==> config.mk <==
export PLATFORM = sky130hd
export DESIGN_NAME = spi_cmd_deserializer_fifo_flat
export DESIGN_NICKNAME = d
export VERILOG_FILES = /design/src/rtl/spi_cmd_deserializer_fifo_if.sv /design/src/rtl/spi_cmd_deserializer_fifo.sv /design/src/flat_wrapper.sv
export SDC_FILE = /design/constraint.sdc
export NUM_CORES = 1
export LEC_CHECK = 0
export CAP_MARGIN = 30
export CORE_MARGIN = 1.5
export CORE_UTILIZATION = 50
export DETAILED_ROUTE_END_ITERATION = 16
export GPL_ROUTABILITY_DRIVEN = 0
export HOLD_SLACK_MARGIN = 0.05
export PLACE_DENSITY_LB_ADDON = 0.3
export SLEW_MARGIN = 20
export SYNTH_ARGS = -nofsm -noshare
export SYNTH_HDL_FRONTEND = slang
export SYNTH_SLANG_ARGS = --single-unit
==> constraint.sdc <==
create_clock -name clk -period 6.57 [get_ports clk]
set_clock_uncertainty 0.05 [all_clocks]
set_input_delay 0.657 -clock clk [delete_from_list [all_inputs] [get_ports clk]]
set_output_delay 0.657 -clock clk [all_outputs]
set_load 0.01 [all_outputs]
==> src/rtl/spi_cmd_deserializer_fifo_if.sv <==
// spi_cmd_deserializer_fifo_if: frame handshake and decoded head-of-FIFO fields
interface spi_cmd_deserializer_fifo_if #(
    parameter int ADDRW = 8,
    parameter int OPCODEW = 2
);
    logic ready_in;
    logic valid_out;
    logic valid;
    logic [OPCODEW-1:0] opcode;
    logic [ADDRW-1:0] key_addr;
    logic [ADDRW-1:0] text_addr;
    logic [ADDRW-1:0] dest_addr;
    modport master(input ready_in, output valid_out, valid, opcode, key_addr, text_addr, dest_addr);
    modport slave(output ready_in, input valid_out, valid, opcode, key_addr, text_addr, dest_addr);
endinterface

==> src/rtl/spi_cmd_deserializer_fifo.sv <==
// spi_cmd_deserializer_fifo: oversampled SPI slave assembling command frames into a show-ahead FIFO
module spi_cmd_deserializer_fifo #(
    parameter int ADDRW = 8,
    parameter int OPCODEW = 2,
    parameter int FIFO_DEPTH = 4,
    parameter int SYNC_STAGES = 2,
    parameter int CNTW = 8,
    localparam int SHIFT_W = 1 + OPCODEW + 3*ADDRW,
    localparam int PW = $clog2(FIFO_DEPTH),
    localparam int LW = PW + 1
) (
    input  logic clk,
    input  logic rst,
    input  logic spi_clk,
    input  logic mosi,
    input  logic cs_n,
    spi_cmd_deserializer_fifo_if.master frm,
    output logic [LW-1:0] fifo_level,
    output logic overflow,
    output logic frame_err,
    output logic [CNTW-1:0] drop_cnt,
    output logic [CNTW-1:0] err_cnt
);
    localparam int CW = $clog2(SHIFT_W + 2);
    localparam logic [CW-1:0] FULL = CW'(SHIFT_W);
    localparam logic [CW-1:0] SAT = CW'(SHIFT_W + 1);

    typedef enum logic [1:0] {IDLE, SHIFT, COMMIT} state_t;

    logic [SYNC_STAGES-1:0] sclk_sr, mosi_sr, csn_sr;
    logic sclk_d, sclk_dd, mosi_d, csn_d, csn_dd;
    logic [SYNC_STAGES+1:0] warm;
    logic sclk_rise, csn_rise, csn_fall, armed;
    state_t state, state_nx;
    logic [SHIFT_W-1:0] shreg;
    logic [CW-1:0] cnt;
    logic push, pop, drop, bad, can_accept;
    logic [SHIFT_W-1:0] mem [FIFO_DEPTH];
    logic [PW-1:0] wp, rp;
    logic [SHIFT_W-1:0] head;

    // An extra delay stage after the synchronizers registers the edge detect; warm masks a cs_n held low across reset
    always_ff @(posedge clk) begin
        if (rst) begin
            sclk_sr <= '0;
            mosi_sr <= '0;
            csn_sr <= '1;
            {sclk_d, sclk_dd, mosi_d} <= '0;
            {csn_d, csn_dd} <= '1;
            warm <= '0;
        end else begin
            sclk_sr <= {sclk_sr[SYNC_STAGES-2:0], spi_clk};
            mosi_sr <= {mosi_sr[SYNC_STAGES-2:0], mosi};
            csn_sr <= {csn_sr[SYNC_STAGES-2:0], cs_n};
            sclk_d <= sclk_sr[SYNC_STAGES-1];
            sclk_dd <= sclk_d;
            mosi_d <= mosi_sr[SYNC_STAGES-1];
            csn_d <= csn_sr[SYNC_STAGES-1];
            csn_dd <= csn_d;
            warm <= {warm[SYNC_STAGES:0], 1'b1};
        end
    end

    assign sclk_rise = sclk_d & ~sclk_dd;
    assign csn_rise = csn_d & ~csn_dd;
    assign csn_fall = ~csn_d & csn_dd;
    assign armed = warm[SYNC_STAGES+1];

    always_ff @(posedge clk) begin
        if (rst) state <= IDLE;
        else state <= state_nx;
    end

    always_comb begin
        state_nx = state;
        push = 1'b0;
        drop = 1'b0;
        bad = 1'b0;
        case (state)
            IDLE: state_nx = (csn_fall && armed) ? SHIFT : IDLE;
            SHIFT: state_nx = csn_rise ? COMMIT : SHIFT;
            default: begin
                state_nx = IDLE;
                push = (cnt == FULL) && can_accept;
                drop = (cnt == FULL) && !can_accept;
                bad = (cnt != FULL) && (cnt != '0);
            end
        endcase
    end

    always_ff @(posedge clk) begin
        if (rst || (state == IDLE && state_nx == SHIFT)) begin
            shreg <= '0;
            cnt <= '0;
        end else if (state == SHIFT && sclk_rise) begin
            shreg <= {shreg[SHIFT_W-2:0], mosi_d};
            cnt <= (cnt == SAT) ? cnt : cnt + 1'b1;
        end
    end

    assign pop = frm.valid_out && frm.ready_in;
    assign can_accept = (fifo_level < LW'(FIFO_DEPTH)) || pop;

    always_ff @(posedge clk) begin
        if (push) mem[wp] <= shreg;
    end

    always_ff @(posedge clk) begin
        if (rst) begin
            wp <= '0;
            rp <= '0;
            fifo_level <= '0;
            overflow <= 1'b0;
            frame_err <= 1'b0;
            drop_cnt <= '0;
            err_cnt <= '0;
        end else begin
            wp <= wp + PW'(push);
            rp <= rp + PW'(pop);
            fifo_level <= fifo_level + LW'(push) - LW'(pop);
            overflow <= drop;
            frame_err <= bad;
            drop_cnt <= drop_cnt + CNTW'(drop && drop_cnt != '1);
            err_cnt <= err_cnt + CNTW'(bad && err_cnt != '1);
        end
    end

    assign frm.valid_out = fifo_level != '0;
    assign head = frm.valid_out ? mem[rp] : '0;
    assign frm.valid = head[SHIFT_W-1];
    assign frm.opcode = head[SHIFT_W-2 -: OPCODEW];
    assign frm.key_addr = head[3*ADDRW-1 -: ADDRW];
    assign frm.text_addr = head[2*ADDRW-1 -: ADDRW];
    assign frm.dest_addr = head[ADDRW-1:0];
endmodule

==> src/flat_wrapper.sv <==
// flat-port wrapper written by rule: the top's interface ports become plain ports
module spi_cmd_deserializer_fifo_flat 
#(
    parameter int ADDRW = 8,
    parameter int OPCODEW = 2,
    parameter int FIFO_DEPTH = 4,
    parameter int SYNC_STAGES = 2,
    parameter int CNTW = 8,
    localparam int SHIFT_W = 1 + OPCODEW + 3*ADDRW,
    localparam int PW = $clog2(FIFO_DEPTH),
    localparam int LW = PW + 1
)
  (clk, rst, spi_clk, mosi, cs_n, fifo_level, overflow, frame_err, drop_cnt, err_cnt, frm_ready_in, frm_valid_out, frm_valid, frm_opcode, frm_key_addr, frm_text_addr, frm_dest_addr);
  spi_cmd_deserializer_fifo_if #(.ADDRW(ADDRW), .OPCODEW(OPCODEW)) frm_i ();
  input  logic clk;
  input  logic rst;
  input  logic spi_clk;
  input  logic mosi;
  input  logic cs_n;
  output logic [LW-1:0] fifo_level;
  output logic overflow;
  output logic frame_err;
  output logic [CNTW-1:0] drop_cnt;
  output logic [CNTW-1:0] err_cnt;
  input wire logic [$bits(frm_i.ready_in)-1:0] frm_ready_in;
  output wire logic [$bits(frm_i.valid_out)-1:0] frm_valid_out;
  output wire logic [$bits(frm_i.valid)-1:0] frm_valid;
  output wire logic [$bits(frm_i.opcode)-1:0] frm_opcode;
  output wire logic [$bits(frm_i.key_addr)-1:0] frm_key_addr;
  output wire logic [$bits(frm_i.text_addr)-1:0] frm_text_addr;
  output wire logic [$bits(frm_i.dest_addr)-1:0] frm_dest_addr;
  assign frm_i.ready_in = frm_ready_in;
  assign frm_valid_out = frm_i.valid_out;
  assign frm_valid = frm_i.valid;
  assign frm_opcode = frm_i.opcode;
  assign frm_key_addr = frm_i.key_addr;
  assign frm_text_addr = frm_i.text_addr;
  assign frm_dest_addr = frm_i.dest_addr;
  spi_cmd_deserializer_fifo #(.ADDRW(ADDRW), .OPCODEW(OPCODEW), .FIFO_DEPTH(FIFO_DEPTH), .SYNC_STAGES(SYNC_STAGES), .CNTW(CNTW)) u_core (.clk(clk), .rst(rst), .spi_clk(spi_clk), .mosi(mosi), .cs_n(cs_n), .frm(frm_i), .fifo_level(fifo_level), .overflow(overflow), .frame_err(frame_err), .drop_cnt(drop_cnt), .err_cnt(err_cnt));
endmodule
==> metrics.txt, run 1 <==
die area=0.01456 mm²; post_cts resized=0; antenna fix cells=0; hold depth=1; clock slew at reported path FFs=0.06 ns; DP HPWL=7.156 mm; clk sinks=182; layout net count=560; Critical Path AT=2.52 ns; vias per cell=5.331; Avg Cell Area, Syn=14.28 µm²; Int Power=1.940 mW; H-tree Lvls=4; hold_buf cts=0; R2R Path Start=u_core.cnt[1]$_SDFFE_PP0P_; largest net degree at the start of global routing=44; Worst Path Required=5.86 ns; outcome=completed; asr flop ratio synth=0%; Port Buffers=54; Row Count=42; Netlist cell types=42; r2r endpoint=u_core.mem[0][26]$_DFFE_PP_; final instance area=0.008268 mm²; clock share of power=38.5%; Post-synth EDFFs=108; synthesized cell area=0.006924 mm²; Relative slew margins=53.46%; Post-DRT Antenna Nets=0; Sum Neg Setup Slack=0 ns; combinational power share=12.5%; YS warnings=0; final hold violation count=0; Hold Crit Class=reg2reg; clk_lat worst skew=0.43 ns; reg2reg setup slack=3.85 ns; WHS=0.3705 ns; Worst R2R Path Depth=5; Critical Path Sink Type=primary output; Slew @ Worst Pin=0.6943 ns; hold worst-path end=u_core.csn_d$_SDFF_PP1_; P_sw=599.4 µW; hold path start=u_core.csn_sr[1]$_SDFF_PP1_; Leak=2.872 nW; layout filler cell count=1013; CTS tree=built; Root Buffer=clkbuf_16; Global Route Usage Sum=17.98%; grt total ovfl=0; # setup viols final=0; max-cap violation count=0; share of post-route cells with drive strength above 1=15.11%; RSZ-0062 raised after global routing=no; number of DRC markers in iteration 0=286; Post-CTS Setup Inserts=0; Die W=120.7 µm; DRT Pass-1 Iters=4; min Tclk post-route=3.230 ns; Peak Freq=309.6 MHz; # IOs=55; Crit Path Max Fanout=19; Slew Limit Fails=0; vias in the first global route=3831; starting density of the core=51.67%; Tcrit/Tclk final=49.17%; Startpoint Class=flop; Flop pwr share=48.9%; Syn Inst Count=485; DP Area=0.007694 mm²; Clock Path Buffers=2; Mapped Nets=502; core area=0.01340 mm²; Pwr Total=2.539 mW; via count=3902; drt wl/cell=16.41 µm; VDD IR max=0.1416 mV; number of buffers created by CTS=17; first-pass GRT wire length=19.53 mm; Seq/Total Area, Yosys=68.23%; Sw Share=23.61%; number of remaining DRC errors=0; kind of critical path=reg2out; initial antenna violation count=0; Vert. Die Dim=120.7 µm; Detailed Route WL=12.01 mm; Yosys reg bits=182; Cell Pwr Density=307.1 mW/mm²; Top FF cell, synth=edfxtp_1; P&R area growth vs syn=19.41%
-- area by class of cell --
class	count	area, µm²	area share, %
repair buffers	65	635.6	7.688
flip-flops and latches	182	4726	57.16
inverters	11	41.29	0.4994
clock buffers	19	442.9	5.357
multi-input cells	266	2071	25.05
clock inverters	13	131.4	1.589
well taps	176	220.2	2.663
-- cell usage in the layout, fill, tap and decap left out, types with 3 or more instances in the layout --
master,netlist,layout
a21oi_1,38,38
buf_4,2,10
clkbuf_16,0,17
clkdlybuf4s50_1,0,54
clkinv_1,0,3
clkinv_4,0,3
dfxtp_1,74,73
edfxtp_1,108,108
ha_1,10,10
inv_1,10,10
mux4_2,27,27
nand2_1,58,58
nand3_1,12,12
nand4_1,5,5
nor2_1,12,12
nor2b_1,47,47
nor3_1,5,3
o21ai_0,7,7
or2_2,4,4
or3_1,5,5
xnor2_1,6,6
xor2_1,4,4
-- stage by stage --
| step | instances | setup WS, ns | util [%] |
|---|---|---|---|
| after global placement | 699 | 3.429 | 57.26 |
| after global routing | 732 | 3.248 | 61.70 |
| final | 732 | 3.340 | 61.70 |
| after detailed placement | 700 | 3.413 | 57.41 |
| after floorplan | 485 | 2.774 | - |
| after CTS | 732 | 3.309 | 61.70 |
-- registers in the layout, summed over array words and instances (netlist names), 2 cells and up --
name and count:
u_core.err_cnt 8, u_core.mosi_sr 2, u_core.shreg 27, u_core.fifo_level 3, u_core.warm 4, u_core.cnt 5
u_core.wp 2, u_core.state 2, u_core.csn_sr 2, u_core.drop_cnt 8, u_core.mem 108, u_core.sclk_sr 2
u_core.rp 2
-- power by group through the flow --
| stage | Combinational (mW) | Sequential [mW] | Clock [mW] |
|---|---|---|---|
| after global placement | 0.272 | 1.30 | 0 |
| after detailed placement | 0.326 | 1.27 | 0 |
| final | 0.318 | 1.24 | 0.978 |
| after global routing | 0.351 | 1.25 | 1.04 |
| after floorplan | 0.225 | 1.25 | 0 |
| after CTS | 0.326 | 1.24 | 0.991 |
-- metal layers --
metal	share of wire [%]	global-route usage (%)
met5	0	0
met4	1.8	7.721
met3	4.2	4.953
met2	52	30.33
met1	42	21.75
-- critical path, cell delays in order (launching register included) --
cell and delay (ns):
dfxtp_1 0.67, buf_4 0.40, mux4_2 0.36, nor2b_1 0.15, clkdlybuf4s50_1 0.51
-- worst max-delay path by stage --
stage	startpoint	endpoint	slack, ns
final	u_core.rp[1]$_SDFF_PP0_	frm_text_addr[5]	3.34
after global routing	u_core.rp[1]$_SDFF_PP0_	frm_text_addr[5]	3.25
after CTS	u_core.rp[1]$_SDFF_PP0_	frm_text_addr[5]	3.31
after detailed placement	frm_ready_in	u_core.mem[0][26]$_DFFE_PP_	3.41
after global placement	frm_ready_in	u_core.mem[0][25]$_DFFE_PP_	3.43
after floorplan	frm_ready_in	u_core.mem[2][0]$_DFFE_PP_	2.77
-- kinds of logic after synthesis --
| logic type | Yosys count | synth area share (%) |
|---|---|---|
| buffers and inverters | 37 | 2.548 |
| AND/OR/NAND/NOR | 167 | 13.01 |
| adder cells (fa/ha/maj) | 11 | 2.096 |
| multiplexers | 27 | 8.782 |
| flip-flops | 182 | 68.23 |
| AO/OA/AOI/OAI | 51 | 4.066 |
| XOR/XNOR | 10 | 1.265 |
-- synthesized netlist by cell type (all sizes together) (2+ instances only) --
master     n  area (µm²)
nand3     13       70.07
nor4       2       12.51
ha        10       125.1
and3       2       12.51
nand2     58       217.7
a21oi     38       190.2
buf       16       97.59
mux4      27       608.1
xnor2      6       52.55
nor3       5       25.02
nor3b      5       47.54
nand4      5       31.28
clkbuf    10       37.54
edfxtp   108        3243
or2        4       25.02
or3        5       31.28
o21ai      7       35.03
nor2      12       45.04
xor2       4       35.03
nor2b     47       294.0
nand4bb    2       22.52
dfxtp     74        1481
inv       11       41.29
and4       2       18.77
Power figures use the tool's default switching activity.
==> inputs of run 2 (changes only) <==
- clock period: 6.57 -> 3.2 ns (I/O delays scaled with it)
==> metrics.txt, run 2 (synthesized netlist as in run 1, its figures left out) <==
Root Buffer=clkbuf_16; Die W=120.7 µm; Crit Path Max Fanout=19; hold worst-path end=u_core.csn_d$_SDFF_PP1_; Tcrit/Tclk final=87.42%; Worst Path Buf+Inv=2; Relative slew margins=55.79%; Critical Path AT=2.43 ns; drt wl/cell=16.46 µm; Post-CTS Setup Inserts=0; commonest cells after routing, fill and taps aside=edfxtp_1 (108), dfxtp_1 (73), nand2_1 (58), clkdlybuf4s50_1 (54), nor2b_1 (47); Row Count=42; clk_lat worst skew=0.42 ns; DP HPWL=7.262 mm; VDD IR max=0.4198 mV; number of DRC markers in iteration 0=243; Top Registers=u_core.mem: 108 flops, u_core.shreg: 27 flops; die area=0.01456 mm²; DRT Pass-1 Iters=4; # IOs=55; Slew @ Worst Pin=0.6621 ns; Largest Register=u_core.mem; delay-heaviest family, CP=buffers and inverters; r2r endpoint=u_core.mem[3][13]$_DFFE_PP_; DP Area=0.007726 mm²; vias per cell=5.328; Critical Path Sink Type=primary output; Leak=2.843 nW; Detailed Route WL=12.05 mm; share of post-route cells with drive strength above 1=14.03%; Slew Limit Fails=0; final hold violation count=0; hold path start=u_core.csn_sr[1]$_SDFF_PP1_; reg2reg setup slack=0.82 ns; kind of critical path=reg2out; hold depth=1; Peak Freq=357.5 MHz; clk sinks=182; core area=0.01340 mm²; Sum Neg Setup Slack=0 ns; max-cap violation count=0; number of buffers created by CTS=17; via count=3900; Worst R2R Path Depth=6; H-tree Lvls=4; Vert. Die Dim=120.7 µm; clock slew at reported path FFs=0.06 ns; Crit-path slowest cell=dfxtp_2; layout net count=561; DP Worst Slack=0.6654 ns; Port Buffers=54; Hold Crit Class=reg2reg; starting density of the core=51.67%; most common cell after layout, fill and taps aside=edfxtp_1; Largest register FFs=108; CTS tree=built; antenna fix cells=0; largest net degree at the start of global routing=43; number of remaining DRC errors=0; vias in the first global route=3994; hold_buf cts=0; slowest stage delay, CP=0.56 ns; Cell Pwr Density=614.8 mW/mm²; outcome=completed; post_cts resized=0; Clock Path Buffers=2; RSZ-0062 raised after global routing=no; first-pass GRT wire length=19.84 mm; R2R Path Start=u_core.cnt[1]$_SDFFE_PP0P_; min Tclk post-route=2.797 ns; Final WS setup=0.4026 ns; P&R area growth vs syn=19.01%; # setup viols final=0; Post-DRT Antenna Nets=0; crit-path cells=buf_12, mux4_2, nor2b_1, clkdlybuf4s50_1; final instance area=0.008240 mm²; initial antenna violation count=0; Worst Path Required=2.83 ns; Startpoint Class=flop; Global Route Usage Sum=18.09%; layout filler cell count=1033; grt total ovfl=0
[run 2: changes by cell type in the layout (fill, tap and decap cells not counted), sizes merged]
cell / before / now
buf: 11 / 12
clkbuf: 19 / 25
clkinvlp: 2 / 1
inv: 12 / 11
bufinv: 2 / 1
clkinv: 8 / 4
[run 2: layout make-up]
type | count | area [µm²] | share of cell area, %
Clock buffer | 25 | 455.4 | 5.527
Clock inverter | 6 | 58.81 | 0.7136
Inverter | 11 | 41.29 | 0.5011
Multi-Input combinational cell | 266 | 2083 | 25.28
Sequential cell | 182 | 4726 | 57.35
Tap cell | 176 | 220.2 | 2.672
Timing Repair Buffer | 66 | 655.6 | 7.956
[run 2: how the worst max path moves through the flow]
| stage | start | end | slack [ns] | cells after the start |
|---|---|---|---|---|
| 5_1_grt | u_core.rp[0]$_SDFF_PP0_ | frm_key_addr[7] | 0.28 | 4 |
| 6_report | u_core.rp[0]$_SDFF_PP0_ | frm_key_addr[7] | 0.40 | 4 |
| 4_1_cts | u_core.rp[0]$_SDFF_PP0_ | frm_key_addr[7] | 0.35 | 4 |
| 3_3_place_gp | frm_ready_in | u_core.mem[3][9]$_DFFE_PP_ | 0.72 | 6 |
| 3_5_place_dp | frm_ready_in | u_core.mem[3][13]$_DFFE_PP_ | 0.67 | 6 |
| 2_1_floorplan | u_core.cnt[0]$_SDFFE_PP0P_ | u_core.mem[1][0]$_DFFE_PP_ | 0.38 | 4 |
[run 2: metrics by stage]
| stage | util, % | cells | total power [mW] | hold slack, ns |
|---|---|---|---|---|
| floorplan | - | 485 | 3.023 | 0.3395 |
| global placement | 57.66 | 701 | 3.270 | 0.3419 |
| detailed placement | 57.66 | 701 | 3.292 | 0.3460 |
| CTS | 61.49 | 732 | 5.122 | 0.3606 |
| global route | 61.49 | 732 | 5.261 | 0.3733 |
| finish | 61.49 | 732 | 5.066 | 0.3598 |
[run 2: power breakdown]
part	leakage (nW)	switching [mW]	internal, mW
Combinational	0.819	0.332	0.337
Sequential	1.78	0.0646	2.49
Clock	0.244	0.784	1.06
[run 2: per-layer routing]
layer	up-vias	part of all wire, %	wire, µm	global-route usage (%)
li1	1886	-	-	-
met1	1925	43	5191	21.23
met2	71	52	6321	31.75
met3	18	2.5	303	4.292
met4	0	1.9	231	7.794
met5	-	0	0	0
==> inputs of run 3 (changes only) <==
- HOLD_SLACK_MARGIN: 0.05 -> 0.15
==> results of run 3 <==
The final DEF is identical to that of run 2; final timing and power are the same.
